`src/rtl/ifetch_resp.sv`:
```
// Instruction-fetch responder: accepts one valid/ready fetch at a time, inserts
// wait states, reads a 64-bit synchronous RAM and returns right-justified data.
module ifetch_resp #(
   parameter logic [63:0] ADDR_BASE   = 64'h8000_0000,
   parameter int          MEM_WORDS   = 4096,
   parameter int          WAIT_CYCLES = 2
) (
   input  logic                         clk,
   input  logic                         rst,
   input  logic                         i_axi_valid,
   input  logic [63:0]                  i_axi_addr,
   input  logic [1:0]                   i_axi_size,
   output logic                         o_axi_ready,
   output logic [63:0]                  o_axi_data_read,
   output logic [1:0]                   o_axi_resp,
   output logic                         o_mem_en,
   output logic [$clog2(MEM_WORDS)-1:0] o_mem_idx,
   input  logic [63:0]                  i_mem_rdata
);

   localparam int          IDX_W    = $clog2(MEM_WORDS);
   localparam logic [64:0] ADDR_END = {1'b0, ADDR_BASE} + (65'(MEM_WORDS) << 3);

   localparam logic [1:0] RESP_OKAY   = 2'b00;
   localparam logic [1:0] RESP_SLVERR = 2'b10;
   localparam logic [1:0] RESP_DECERR = 2'b11;

   typedef enum logic [1:0] {S_IDLE, S_WAIT, S_READ, S_RESP} state_t;

   state_t           state, state_next;
   logic [3:0]       wcnt;
   logic [1:0]       size_q;
   logic [2:0]       byte_q;
   logic [IDX_W-1:0] idx_q;
   logic [1:0]       resp_q;

   logic             accept;
   logic             misaligned;
   logic             out_of_range;
   logic [1:0]       resp_next;
   logic [63:0]      shifted;
   logic [63:0]      masked;

   assign accept = (state == S_IDLE) && i_axi_valid;

   // Error classification is done on the live request and frozen at accept,
   // so later changes on the request bus cannot alter the response.
   always_comb begin
      // NOTE: every combinational output gets a default first so no path
      // through the case can leave it unassigned and infer a latch.
      misaligned = 1'b0;
      unique case (i_axi_size)
         2'd0: misaligned = 1'b0;
         2'd1: misaligned = i_axi_addr[0];
         2'd2: misaligned = |i_axi_addr[1:0];
         2'd3: misaligned = |i_axi_addr[2:0];
      endcase
   end

   assign out_of_range = ({1'b0, i_axi_addr} < {1'b0, ADDR_BASE}) ||
                         ({1'b0, i_axi_addr} >= ADDR_END);

   assign resp_next = out_of_range ? RESP_DECERR :
                      misaligned   ? RESP_SLVERR : RESP_OKAY;

   always_ff @(posedge clk) begin
      if (rst) begin
         state <= S_IDLE;
      end else begin
         state <= state_next;
      end
   end

   always_comb begin
      state_next = state;
      unique case (state)
         S_IDLE: if (i_axi_valid) state_next = (WAIT_CYCLES > 0) ? S_WAIT : S_READ;
         S_WAIT: if (wcnt == 4'd1) state_next = S_READ;
         S_READ: state_next = S_RESP;
         S_RESP: state_next = S_IDLE;
      endcase
   end

   always_ff @(posedge clk) begin
      // NOTE: sequential state uses non-blocking assignments so every register
      // samples pre-edge values regardless of statement order.
      if (rst) begin
         wcnt   <= '0;
         size_q <= '0;
         byte_q <= '0;
         idx_q  <= '0;
         resp_q <= RESP_OKAY;
      end else begin
         if (accept) begin
            wcnt   <= 4'(WAIT_CYCLES);
            size_q <= i_axi_size;
            byte_q <= i_axi_addr[2:0];
            idx_q  <= IDX_W'((i_axi_addr - ADDR_BASE) >> 3);
            resp_q <= resp_next;
         end else if (state == S_WAIT) begin
            wcnt <= wcnt - 4'd1;
         end
      end
   end

   // RAM data arrives in RESP; align the addressed lane to bit 0, then
   // zero everything above the transfer size.
   assign shifted = i_mem_rdata >> {byte_q, 3'b000};

   always_comb begin
      masked = '0;
      unique case (size_q)
         2'd0: masked = {56'd0, shifted[7:0]};
         2'd1: masked = {48'd0, shifted[15:0]};
         2'd2: masked = {32'd0, shifted[31:0]};
         2'd3: masked = shifted;
      endcase
   end

   always_comb begin
      o_axi_ready     = 1'b0;
      o_axi_resp      = RESP_OKAY;
      o_axi_data_read = '0;
      o_mem_en        = 1'b0;
      if (state == S_READ) begin
         o_mem_en = (resp_q == RESP_OKAY);
      end
      if (state == S_RESP) begin
         o_axi_ready = 1'b1;
         o_axi_resp  = resp_q;
         if (resp_q == RESP_OKAY) begin
            o_axi_data_read = masked;
         end
      end
   end

   assign o_mem_idx = idx_q;

endmodule

```
`config.mk`:
```
export PLATFORM = sky130hd
export DESIGN_NAME = ifetch_resp
export DESIGN_NICKNAME = d
export VERILOG_FILES = /design/src/rtl/ifetch_resp.sv
export SDC_FILE = /design/constraint.sdc
export NUM_CORES = 1
export LEC_CHECK = 0
export BUFFER_PORTS_ARGS = -buffer_cell sky130_fd_sc_hd__buf_4
export CORE_ASPECT_RATIO = 1.2
export CORE_UTILIZATION = 25
export CTS_BUF_LIST = sky130_fd_sc_hd__clkbuf_8
export CTS_CLUSTER_SIZE = 24
export DETAILED_ROUTE_END_ITERATION = 10
export SLEW_MARGIN = 20
export SYNTH_ARGS = -nofsm -noshare
export SYNTH_HDL_FRONTEND = slang
export SYNTH_SLANG_ARGS = --single-unit
```
`constraint.sdc`:
```
create_clock -name clk -period 2.2 [get_ports clk]
set_clock_uncertainty 0.2 [all_clocks]
set_input_delay 0.22 -clock clk [delete_from_list [all_inputs] [get_ports clk]]
set_output_delay 0.22 -clock clk [all_outputs]
set_load 0.005 [all_outputs]
```
**After elaboration in Yosys (flattened, before gate mapping)**

Cells that the tools add are included.

- $add $sub $neg: 2
- Muxes and demuxes: 14
- Order comparisons: 2
- Shifts and indexed selects: 1
- Reduce and logical (&&, ||, !) cells: 11
- Equality and inequality tests: 12

Operator list:

| operator | count |
|---|---|
| case mux 64 bit (4 select lines) | 1 |
| 2-to-1 mux 64 bit | 2 |
| greater-or-equal comparator 64 x 32 -> 1 bit (second input constant) | 1 |
| less-than comparator 64 x 32 -> 1 bit (second input constant) | 1 |
| right shift 64 x 6 -> 64 bit | 1 |
| subtractor 15 x 1 -> 15 bit (second input constant) | 1 |
| 2-to-1 mux 2 bit | 7 |
| equality test 2 bit (second input constant) | 6 |
| zero test 2 bit | 4 |
| case mux 2 bit (4 select lines) | 1 |
| equality test 2 x 1 -> 1 bit (second input constant) | 3 |
| equality test 4 x 1 -> 1 bit (second input constant) | 1 |
| inequality test 2 bit (second input constant) | 2 |
| case mux 1 bit (4 select lines) | 1 |
| OR reduction 2 bit | 2 |
| subtractor 4 x 1 -> 4 bit (second input constant) | 1 |
| OR reduction 3 bit | 1 |
| 2-to-1 mux 1 bit | 2 |
| AND reduction 2 bit | 1 |
| nonzero test 2 bit | 1 |
| logical AND 1 bit | 1 |
| logical OR 1 bit | 1 |

- Bits in registers: 25

**Depth between registers and ports, before layout**

Gate-level depths: netlist (run 1).

- Depth in word-level cells: 4
- Gate-level depth with buffers: 7

**Worst setup path before layout (run 1)**

No wires, ideal clock.

- Kind: reg-to-output
- Start point: register state[0]
- End point: output port o_axi_data_read[34]
- Data arrival time: 1.721 ns
- Cell stages (with the launch flop): 7
- Required time: 1.780 ns
- Setup slack: 0.059 ns
- Cell sequence: dfxtp_1 > ha_1 > or3b_1 > buf_6 > or3_4 > buf_6 > a211oi_2

- Longest elaborated chain between the ends: 2

Ends and longest elaborated chain:

| element | RTL line | source |
|---|---|---|
| start, declared | 30 | `state_t state, state_next;` |
| start signal, assigned | 70 | `state <= state_next;` |
| equality test 2 bit | 128 | `if (state == S_RESP) begin` |
| 2-to-1 mux 64 bit | 128 |  |
| end, declared | 14 | `output logic [63:0] o_axi_data_read,` |

No other way between the ends.

**Worst setup path in the final report (run 1)**

- Start point: register state[0]
- End point: output port o_axi_data_read[46]

The elaborated chain is that of the path after synthesis.

==> impl_metrics.py, run 1 <==
metrics = {
    "placed_design": {
        "portBuffers": 212,
        "preCtsSetupSlack_ps": 19.0,
        "placed_area_mm2": 0.00500,
        "place_inst": 777,
        "dp_hpwl_um": 10200,
        "place_congestion": 0.923,
    },
    "cells_and_area": {
        "area_growth_pct": 86.8,
        "nNetsFinal": 794,
        "n_antenna_cell": 0,
        "final_cell_count_no_fill": 814,
        "finalCoreUtilization": 0.480,
        "drive_gt1_frac": 0.538,
        "final_area_mm2": 0.00584,
    },
    "detailed_routing": {
        "drt_iter0_drc": 165,
        "finalWirelength_um": 13900,
        "routed-via-count": 4126,
        "first_pass_iters": 5,
        "ant_nets": 0,
        "via_per_inst": 5.07,
        "drc": 0,
        "wire_per_inst_um": 17.1,
    },
    "logic_synthesis": {
        "synth-seq-cells": 25,
        "synth.avg_cell_area_um2": 7.51,
        "syn-num-nets": 556,
        "ys_warn_count": 0,
        "synthCells": 416,
        "synth_area_mm2": 0.00312,
        "ys_types": 40,
        "ys_seq_area_frac": 0.160,
    },
    "grt": {
        "track_usage": 0.200,
        "grt_start_max_net_pins": 30,
        "grt_overflow": 0,
        "antenna_found_initial": 0,
        "grt_pass1_vias": 4022,
        "grt_pass1_wl_um": 20800,
    },
    "timing": {
        "hold_viol": 1,
        "setup_viol": 44,
        "max_freq_mhz": 418,
        "tightestPinTransition_ps": 528,
        "finalCritPeriodShare": 1.09,
        "slew_headroom": 0.645,
        "min_period_ps": 2390,
        "timing.hold.ws_ps": -2.98,
        "setup_ws_ps": -194,
        "grt_setup_unrepaired": "yes",
        "timing.setup.tns_ps": -2820,
        "maxSlewViolCount": 0,
    },
    "min_path": {
        "hold_class": "in2reg",
        "hold_end": "size_q[0]",
        "min_from": "i_axi_size[0]",
        "hold_depth": 3,
    },
    "setup_path": {
        "endpoint_kind": "output port",
        "worstPathRequired_ps": 1780,
        "reg2reg_slack_ps": 280,
        "crit_buf_inv": 1,
        "critPathMaxFanout": 5,
        "cp.arrival_ps": 1970,
        "cpPeakStageDelay_ps": 430,
        "crit_family": "simple AND/OR/NAND/NOR gates",
        "r2r-end": "resp_q[1]",
        "r2r_start": "state[0]",
        "reg2regPathDepth": 7,
        "cpMaxStageDelayCell": "or3_4",
        "crit_type": "reg2out",
        "startpoint_type": "register",
        "path_cells": "ha_4 > or3b_4 > or3_4 > a211oi_2 > buf_4",
    },
    "floorplanning": {
        "num_rows": 44,
        "start_util": 0.257,
        "die_h_um": 124,
        "die_width_um": 104,
        "core_area_mm2": 0.0122,
        "ios": 213,
        "die_area_mm2": 0.0130,
    },
    "clock_network": {
        "htree_levels": 1,
        "clockBufferDepth": 2,
        "cts_root_buf": "clkbuf_8",
        "numCtsBuffers": 3,
        "cts_tree": "built",
        "clock-sinks": 25,
        "cts.clk_slew.worst_paths_ps": 90,
        "insertion_delay_ps": 280,
    },
    "job": {
        "drv_cap": 0,
    },
    "power": {
        "p_per_area_mw_per_mm2": 552,
        "ir_drop_mv": 0.404,
        "total_power_mw": 3.22,
        "static-leakage-power_nw": 2.49,
    },
    "run_status": {
        "status": "complete, but fails checks",
        "violations": "hold timing, setup timing",
    },
}
[cell families (layout without fill, tap and decap cells)]
family	after synthesis	after routing	share of synthesized area
AO/OA/AOI/OAI	109	109	0.221
XOR/XNOR	3	3	0.00841
adder cells (fa/ha/maj)	7	7	0.0280
buffers and inverters	41	277	0.0633
flip-flops	25	25	0.160
multiplexers	47	47	0.217
AND/OR/NAND/NOR	184	185	0.302
[sequential cells by signal, indices dropped and copies added, names as in the netlist]
name / count
resp_q: 2
o_mem_idx: 12
size_q: 2
wcnt: 4
byte_q: 3
state: 2
[layout make-up]
cell class,count,area [um2]
timing repair buffer,269,2310
sequential,25,509
fill,1198,6330
inverter,4,15.0
multi-input combinational,351,2750
tap,161,201
clock buffer,3,41.3
clock inverter,1,6.26
[cells in the mapped netlist, drive strengths merged]
master,count,area share
nor2,32,0.038
nor4,11,0.022
o21a,6,0.014
nor3b,2,0.0048
o211ai,7,0.017
a21oi,48,0.077
mux2,7,0.025
xor2,1,0.0028
nand4,2,0.0040
nand3,8,0.013
xnor2,2,0.0056
nor4b,2,0.0056
nand2b,21,0.042
or3,1,0.0036
and3,8,0.016
a211oi,17,0.046
mux4,16,0.12
nor2b,19,0.038
nand3b,3,0.0072
or3b,2,0.0056
a211o,13,0.036
clkbuf,19,0.023
nor3,6,0.013
inv,4,0.0048
mux2i,24,0.077
nand2,58,0.070
ha,7,0.028
a21o,1,0.0024
o21ai,16,0.026
and2,9,0.018
a311oi,1,0.0028
dfxtp,25,0.16
buf,18,0.036
[worst min-delay path, cell delays in order]
cell and delay (ps):
buf_4 120, nand2_1 50, a21oi_1 50
[layout by cell type, fill, tap and decap left out, types with 14 or more instances in the layout]
cell type | netlist | final
nor2_1 | 32 | 21
buf_6 | 3 | 16
a21oi_2 | 0 | 21
mux2i_1 | 24 | 16
nand2_1 | 58 | 58
mux4_2 | 16 | 16
dfxtp_1 | 25 | 20
nand2b_1 | 21 | 17
buf_4 | 3 | 224
a21oi_1 | 48 | 25
dlygate4sd3_1 | 0 | 14
[worst max path at each step]
stage | startpoint | to | slack, ps | cells after the start
6_report | state[0] | o_axi_data_read[46] | -190 | 5
5_1_grt | state[0] | o_axi_data_read[46] | -230 | 5
4_1_cts | state[0] | o_axi_data_read[34] | -160 | 5
3_5_place_dp | state[0] | o_axi_data_read[46] | 20 | 5
3_3_place_gp | state[0] | o_axi_data_read[41] | 60 | 5
2_1_floorplan | state[0] | o_axi_data_read[34] | 60 | 6
[metal layers]
metal  vias to the layer above  GRT usage  wire length, um
met2                       181      0.376             7490
met3                        11     0.0361              958
li1                       1984          -                -
met4                         0     0.0395              123
met5                         -          0                0
met1                      1950      0.234             5320
[what timing repair did]
item / in CTS / in global routing
pin swaps: 5 / 34
hold endpoints to repair: 14 / 0
gates resized for setup: 20 / 90
endpoints found under the setup margin: 48 / 63
hold buffers: 14 / 0
buffers inserted: 5 / 10
gates cloned: 3 / 3
[report_power, final]
part	switching, mW	total (mW)	internal, mW
Combinational	1.07	2.24	1.16
Sequential	0.118	0.692	0.574
Clock	0.163	0.293	0.130
Total	1.35	3.22	1.87
Power figures use the tool's default switching activity.
==> run 2, diff against run 1 <==
- ABC_AREA: default -> 1
- BUFFER_PORTS_ARGS: -buffer_cell sky130_fd_sc_hd__buf_4 -> default
- CORE_AREA: default -> 2 2 82 84
- CORE_ASPECT_RATIO: 1.2 -> default
- CORE_UTILIZATION: 25 -> default
- DIE_AREA: default -> 0 0 84 86
- DONT_BUFFER_PORTS: default -> 1
- PLACE_DENSITY: default -> 0.69
==> run 2 against run 1 <==
The flow now finishes without violations. Non-clock buffer count shrank 218. Synthesized area grew 7.8%. Critical path depth grew 2. Core utilization grew 12 points. Design area shrank 35%. Critical path type unchanged. Critical endpoint is now o_axi_data_read[58]. Largest cell class unchanged.
==> impl_metrics.py, run 2 <==
metrics = {
    "placed_design": {
        "place_congestion": 0.879,
        "place_inst": 677,
        "dp_hpwl_um": 8170,
        "placed_area_mm2": 0.00345,
        "portBuffers": 0,
        "preCtsSetupSlack_ps": 286,
    },
    "timing": {
        "grt_setup_unrepaired": "no",
        "setup_viol": 0,
        "tightestPinTransition_ps": 511,
        "min_period_ps": 2080,
        "timing.setup.tns_ps": 0,
        "max_freq_mhz": 481,
        "hold_viol": 0,
        "finalCritPeriodShare": 0.944,
        "slew_headroom": 0.659,
        "setup_ws_ps": 123,
        "maxSlewViolCount": 0,
        "timing.hold.ws_ps": 1.91,
    },
    "power": {
        "pwr-share-comb": 0.670,
        "p_switching_mw": 1.59,
        "ir_drop_mv": 0.710,
        "internal_power_mw": 1.50,
        "p_per_area_mw_per_mm2": 816,
        "seq_power_share": 0.237,
        "p_sw_frac": 0.515,
        "static-leakage-power_nw": 1.74,
        "power_frac_clock": 0.093,
    },
    "cells_and_area": {
        "seq_area_um2": 510,
        "layout_commonest_cell": "nand2_1",
        "final_cell_count_no_fill": 702,
        "drive_gt1_frac": 0.131,
        "largest_reg_flops": 12,
        "nNetsFinal": 765,
        "final_cell_mix": "161 x nand2_1, 104 x nor2_1, 48 x inv_1, 47 x o21ai_0, 30 x nand3_1",
        "multiInputGateArea_mm2": 0.00241,
        "n_fill_cell": 659,
        "final_area_mm2": 0.00378,
        "area_growth_pct": 12.3,
    },
    "grt": {
        "antenna_found_initial": 1,
        "track_usage": 0.293,
        "grt_pass1_vias": 3699,
        "grt_overflow": 0,
        "grt_pass1_wl_um": 17500,
        "grt_start_max_net_pins": 58,
    },
    "floorplanning": {
        "die_width_um": 84,
        "die_area_mm2": 0.00722,
        "die_h_um": 86,
        "ios": 213,
        "num_rows": 29,
        "start_util": 0.536,
        "core_area_mm2": 0.00628,
    },
    "setup_path": {
        "startpoint_type": "register",
        "crit_type": "reg2out",
        "endpoint": "o_axi_data_read[58]",
        "cp.arrival_ps": 1660,
        "reg2regPathDepth": 7,
        "r2r_start": "state[0]",
        "r2r-end": "wcnt[1]",
        "endpoint_kind": "output port",
        "worstPathRequired_ps": 1780,
        "reg2reg_slack_ps": 500,
        "cp-startpoint": "state[0]",
        "critPathMaxFanout": 32,
    },
    "logic_synthesis": {
        "synth_top_cell_by_area": "nand2_1",
        "syn-num-nets": 751,
        "synth.avg_cell_area_um2": 5.51,
        "ys_warn_count": 0,
        "synth-async-reset-ratio": 0,
        "ys_seq_area_frac": 0.149,
        "synth-seq-cells": 25,
        "synthFlopType": "dfxtp_1",
        "yosysTopAreaCellShare": 0.179,
        "yosys-top-cells-area": "nand2_1 18%, dfxtp_1 15%, nor2_1 12%",
        "synth_edf_count": 0,
        "synthCells": 611,
        "ys_types": 39,
        "yosysMostFrequentCell": "nand2_1",
        "synthTopCellsByCount": "161 x nand2_1, 105 x nor2_1, 48 x inv_1, 48 x o21ai_0, 30 x nand3_1",
        "synth_area_mm2": 0.00337,
    },
    "clock_network": {
        "cts.clk_slew.worst_paths_ps": 90,
        "clockBufferDepth": 2,
        "clock-sinks": 25,
        "cts_setup_buffers": 0,
        "insertion_delay_ps": 280,
        "numCtsBuffers": 3,
        "cts_tree": "built",
        "htree_levels": 1,
        "cts_root_buf": "clkbuf_8",
    },
    "detailed_routing": {
        "finalWirelength_um": 11300,
        "wire_per_inst_um": 16.0,
        "first_pass_iters": 5,
        "drt_iter0_drc": 215,
        "drc": 0,
        "routed-via-count": 3999,
        "via_per_inst": 5.70,
        "ant_nets": 0,
    },
    "job": {
        "drv_cap": 0,
    },
    "run_status": {
        "status": "completed",
    },
    "min_path": {
        "hold_class": "in2reg",
    },
}
==> run 2: changes by cell type in the layout (fill, tap and decap cells not counted), sizes merged, moves of 17 or more <==
| cell | before | now |
|---|---|---|
| buf | 252 | 31 |
| nand2 | 58 | 166 |
| o21ai | 16 | 90 |
| nor2 | 32 | 105 |
| inv | 5 | 51 |
| a21oi | 48 | 23 |
| nand3 | 8 | 30 |
| mux2i | 24 | 3 |
| nand2b | 21 | 0 |
| a211oi | 17 | 0 |
| nor2b | 19 | 2 |
==> run 2: how the worst min path moves through the flow <==
stage / startpoint / endpoint / slack [ps] / depth (start not counted)
after CTS: i_axi_size[1] / resp_q[1] / 5 / 4
after global placement: rst / state[0] / 100 / 1
after global routing: i_axi_size[1] / resp_q[1] / 30 / 4
after floorplan: rst / state[0] / 100 / 1
final: i_axi_size[1] / resp_q[1] / 2 / 4
after detailed placement: rst / state[0] / 110 / 1
==> run 2: through the flow <==
| stage | total power [mW] | utilization |
|---|---|---|
| after floorplan | 2.38 | - |
| after global placement | 2.59 | 0.550 |
| after detailed placement | 2.65 | 0.550 |
| after CTS | 3.01 | 0.591 |
| after global routing | 3.38 | 0.602 |
| final | 3.09 | 0.602 |
==> run 2: cells by family after synthesis <==
group,share of synthesized area
AOI/OAI and AO/OA,0.234
adders and majority gates,0.0260
buffers and inverters,0.144
DFF,0.149
muxes,0.00892
and+or+nand+nor,0.438
==> run 2: critical path, stage by stage, from the launching register on <==
cell	delay [ps]
dfxtp_4	380
ha_4	160
nand2_1	80
nor2_2	120
nand3_1	130
buf_12	190
nor3_1	160
buf_4	140
==> run 2: cell type report <==
cell class	count	area share
Multi-Input combinational cell	492	0.638
Timing Repair Buffer	51	0.135
Sequential cell	25	0.135
Inverter	52	0.0536
Tap cell	77	0.0255
Clock buffer	3	0.0109
Clock inverter	1	0.00132
Antenna cell	1	0.000662
==> run 2: power by group through the flow <==
stage | registers [mW] | logic, mW | clock network, mW
after floorplan | 0.676 | 1.70 | 0
after global placement | 0.709 | 1.88 | 0
after detailed placement | 0.717 | 1.93 | 0
after CTS | 0.709 | 2.01 | 0.294
after global routing | 0.747 | 2.33 | 0.306
final | 0.731 | 2.07 | 0.286
==> run 2: layer usage <==
layer,up-vias,share of wire,track usage
met1,1783,0.36,0.312
met2,191,0.52,0.571
li1,1998,-,-
met4,0,0.022,0.0762
met3,27,0.095,0.0760
met5,-,0,0
==> run 2: what timing repair did <==
item | CTS | global route
gates cloned | 1 | 1
hold buffers | 18 | 0
resized for setup | 1 | 12
endpoints found under the hold margin | 19 | 0
endpoints found under the setup margin | 12 | 38
==> run 3, diff against run 2 <==
--- a/constraint.sdc
+++ b/constraint.sdc
@@ -4,2 +4,2 @@
 set_output_delay 0.22 -clock clk [all_outputs]
-set_load 0.005 [all_outputs]
+set_load 0.1 [all_outputs]
==> run 3 against run 2 <==
The flow now stops in global routing. Synthesized area unchanged. Synthesized cell count unchanged.
==> impl_metrics.py, run 3 <==
metrics = {
    "run_status": {
        "status": "aborted with a tool error",
        "stop_stage": "global routing",
        "error": "[ERROR GRT-0232] Routing congestion too high. Check the congestion heatmap in the GUI.",
    },
    "clock_network": {
        "clock-sinks": 25,
        "numCtsBuffers": 3,
        "htree_levels": 1,
        "cts_root_buf": "clkbuf_8",
        "clockBufferDepth": 2,
    },
    "logic_synthesis": {
        "yosys-top-cells-area": "nand2_1 18%, dfxtp_1 15%, nor2_1 12%",
        "synthCells": 611,
        "synthFlopType": "dfxtp_1",
        "synth-async-reset-ratio": 0,
        "yosysMostFrequentCell": "nand2_1",
        "synth.avg_cell_area_um2": 5.51,
        "synth_area_mm2": 0.00337,
        "synth_edf_count": 0,
        "syn-num-nets": 751,
        "synth-seq-cells": 25,
        "synth_top_cell_by_area": "nand2_1",
        "yosysTopAreaCellShare": 0.179,
        "ys_types": 39,
        "ys_warn_count": 0,
        "synthTopCellsByCount": "161 x nand2_1, 105 x nor2_1, 48 x inv_1, 48 x o21ai_0, 30 x nand3_1",
        "ys_seq_area_frac": 0.149,
    },
    "floorplanning": {
        "die_h_um": 86,
        "num_rows": 29,
        "start_util": 0.536,
        "ios": 213,
        "die_width_um": 84,
    },
    "grt": {
        "grt_overflow": 631,
        "grt_start_max_net_pins": 60,
        "track_usage": 0.976,
    },
    "timing": {
        "endpoint_type": "primary output",
        "crit_endpoint": "o_axi_data_read[8]",
    },
    "placed_design": {
        "dp_hpwl_um": 9930,
        "place_congestion": 0.905,
        "portBuffers": 0,
    },
}
## run 3: cell counts after synthesis
Identical to the previous run, type by type.
## run 3: kinds of logic after synthesis
kind of cell               after synthesis  share of synthesized area
and+or+nand+nor                        350                      0.438
DFF                                     25                      0.149
adders and majority gates                7                     0.0260
muxes                                    3                    0.00892
AOI/OAI and AO/OA                      132                      0.234
buffers and inverters                   94                      0.144
## run 3: per-layer routing
| layer | overflow | global-route usage |
|---|---|---|
| met2 | 445 | 1.32 |
| met4 | 182 | 1.22 |
| met3 | 1 | 0.657 |
| met5 | 0 | 0.0909 |
| met1 | 3 | 0.872 |
## run 3: metrics by stage
step           setup WS, ps  cells  hold WS (ps)   util  instance area (um2)
3_3_place_gp            176    753          94.1  0.857                 5380
4_1_cts                3.41    778          18.4  0.911                 5720
2_1_floorplan          -306    611          91.8      -                 3910
3_5_place_dp            118    753          98.2  0.857                 5380
## run 3: timing repair
action | 4_1_cts
pin swaps | 5
gates resized for setup | 27
endpoints found under the setup margin | 42
hold endpoints to repair | 18
hold buffers | 17
cloned | 2
buffers inserted | 2
==> run 4, diff against run 3 <==
- CORE_AREA: 2 2 82 84 -> default
- CORE_UTILIZATION: default -> 40
- CTS_BUF_LIST: sky130_fd_sc_hd__clkbuf_8 -> default
- CTS_CLUSTER_SIZE: 24 -> default
- DIE_AREA: 0 0 84 86 -> default
- PLACE_DENSITY: 0.69 -> default
- PLACE_DENSITY_LB_ADDON: default -> 0.15
==> run 4 against run 3 <==
The flow now finishes, with violations (setup timing).
==> impl_metrics.py, run 4 (synthesized netlist as in run 2, its figures left out) <==
metrics = {
    "power": {
        "p_per_area_mw_per_mm2": 791,
        "seq_power_share": 0.147,
        "internal_power_mw": 2.05,
        "p_sw_frac": 0.581,
        "ir_drop_mv": 0.502,
        "static-leakage-power_nw": 2.53,
        "p_switching_mw": 2.85,
        "pwr-share-comb": 0.794,
        "power_frac_clock": 0.059,
    },
    "floorplanning": {
        "core_area_mm2": 0.00818,
        "die_h_um": 93.7,
        "num_rows": 33,
        "ios": 213,
        "start_util": 0.412,
        "die_width_um": 93.7,
        "die_area_mm2": 0.00879,
    },
    "placed_design": {
        "dp_hpwl_um": 9810,
        "place_congestion": 0.855,
        "place_inst": 787,
        "preCtsSetupSlack_ps": 148,
        "portBuffers": 0,
    },
    "grt": {
        "grtUsageMet2": 0.520,
        "grt_start_max_net_pins": 48,
        "grt_use_met1": 0.318,
        "grt_busiest_layer": "met2",
        "grt_pass1_wl_um": 20000,
        "track_usage": 0.287,
        "grt_pass1_vias": 4129,
        "grt_overflow": 0,
        "use_met3": 0.0566,
        "antenna_found_initial": 1,
    },
    "timing": {
        "tightestPinTransition_ps": 715,
        "grt_setup_unrepaired": "yes",
        "max_freq_mhz": 445,
        "min_period_ps": 2250,
        "finalCritPeriodShare": 1.02,
        "setup_viol": 6,
        "slew_headroom": 0.522,
        "hold_viol": 0,
        "maxSlewViolCount": 0,
        "setup_ws_ps": -48.6,
    },
    "job": {
        "drv_cap": 0,
    },
    "detailed_routing": {
        "routed-via-count": 4561,
        "drc": 0,
        "finalWirelength_um": 13700,
        "drt_iter0_drc": 190,
        "via_per_inst": 5.52,
        "first_pass_iters": 5,
        "wire_per_inst_um": 16.6,
        "ant_nets": 0,
    },
    "cells_and_area": {
        "largest_reg_flops": 12,
        "final_cell_mix": "147 x nand2_1, 72 x nor2_1, 70 x buf_12, 49 x buf_4, 45 x inv_1",
        "nNetsFinal": 862,
        "layout_commonest_cell": "nand2_1",
        "area_growth_pct": 83.9,
        "drive_gt1_frac": 0.406,
        "finalCoreUtilization": 0.757,
        "n_antenna_cell": 0,
        "final_cell_count_no_fill": 826,
    },
    "setup_path": {
        "cp.arrival_ps": 1830,
        "startpoint_type": "register",
        "r2r_start": "state[0]",
        "endpoint_kind": "output port",
        "worstPathRequired_ps": 1780,
        "critPathMaxFanout": 8,
        "cp-startpoint": "byte_q[0]",
        "crit_type": "reg2out",
    },
    "clock_network": {
        "numCtsBuffers": 3,
        "htree_levels": 1,
        "clockBufferDepth": 2,
        "cts.clk_slew.worst_paths_ps": 90,
        "clock-sinks": 25,
        "cts_root_buf": "clkbuf_8",
        "cts_tree": "built",
        "insertion_delay_ps": 270,
    },
    "run_status": {
        "violations": "setup timing",
        "status": "complete, but fails checks",
    },
    "min_path": {
        "min_from": "i_axi_addr[0]",
        "hold_class": "in2reg",
    },
}
==> run 4: final cells by class <==
class                           instances  area [um2]
Sequential cell                        25         517
Tap cell                              105         131
Timing Repair Buffer                  147        2100
Clock inverter                          1        6.26
Clock buffer                            3        41.3
Fill cell                             569        1980
Inverter                               52         220
Timing Repair inverter                  1        16.3
Multi-Input combinational cell        492        3160
==> run 4: routing by layer <==
metal | wire length [um] | up-vias
li1 | - | 2192
met1 | 4850 | 2064
met2 | 7150 | 248
met3 | 973 | 55
met4 | 702 | 2
met5 | 13 | -
==> run 4: through the flow <==
stage	total power [mW]	setup TNS (ps)	hold WS, ps	area [um2]
after floorplan	3.39	-6340	91.8	3910
after global placement	3.95	0	93.7	5420
after detailed placement	4.03	0	106	5420
after CTS	4.39	-9.42	5.09	5700
after global routing	5.22	-1470	29.5	6190
final	4.90	-97.0	2.54	6190
==> run 4: power by group through the flow <==
stage | clock [mW] | combinational (mW) | sequential (mW)
2_1_floorplan | 0 | 2.26 | 1.13
3_3_place_gp | 0 | 3.24 | 0.717
3_5_place_dp | 0 | 3.30 | 0.726
4_1_cts | 0.292 | 3.38 | 0.716
5_1_grt | 0.305 | 4.18 | 0.737
6_report | 0.288 | 3.89 | 0.721
==> run 4: repair_timing <==
item,4_1_cts,5_1_grt
pin swaps,3,14
endpoints found under the setup margin,58,55
resized for setup,18,88
setup buffers,1,11
gates cloned,0,6
hold buffers,17,0
hold endpoints to repair,18,0
==> run 4: worst paths after layout <==
path                        end  cells past startpoint  slack, ps
min reg2reg        o_mem_idx[6]                      2        300
max          o_axi_data_read[8]                      9        -50
max reg2reg             wcnt[1]                      8        440
min                   byte_q[0]                      2          3
==> run 4: critical path, cell delays in order, from the launching register on <==
cell	delay, ps
dfxtp_4	410
buf_6	150
clkbuf_16	150
nand2_4	60
o21ai_4	50
o21ai_1	280
o21ai_1	90
inv_1	110
nor2_4	50
buf_12	190
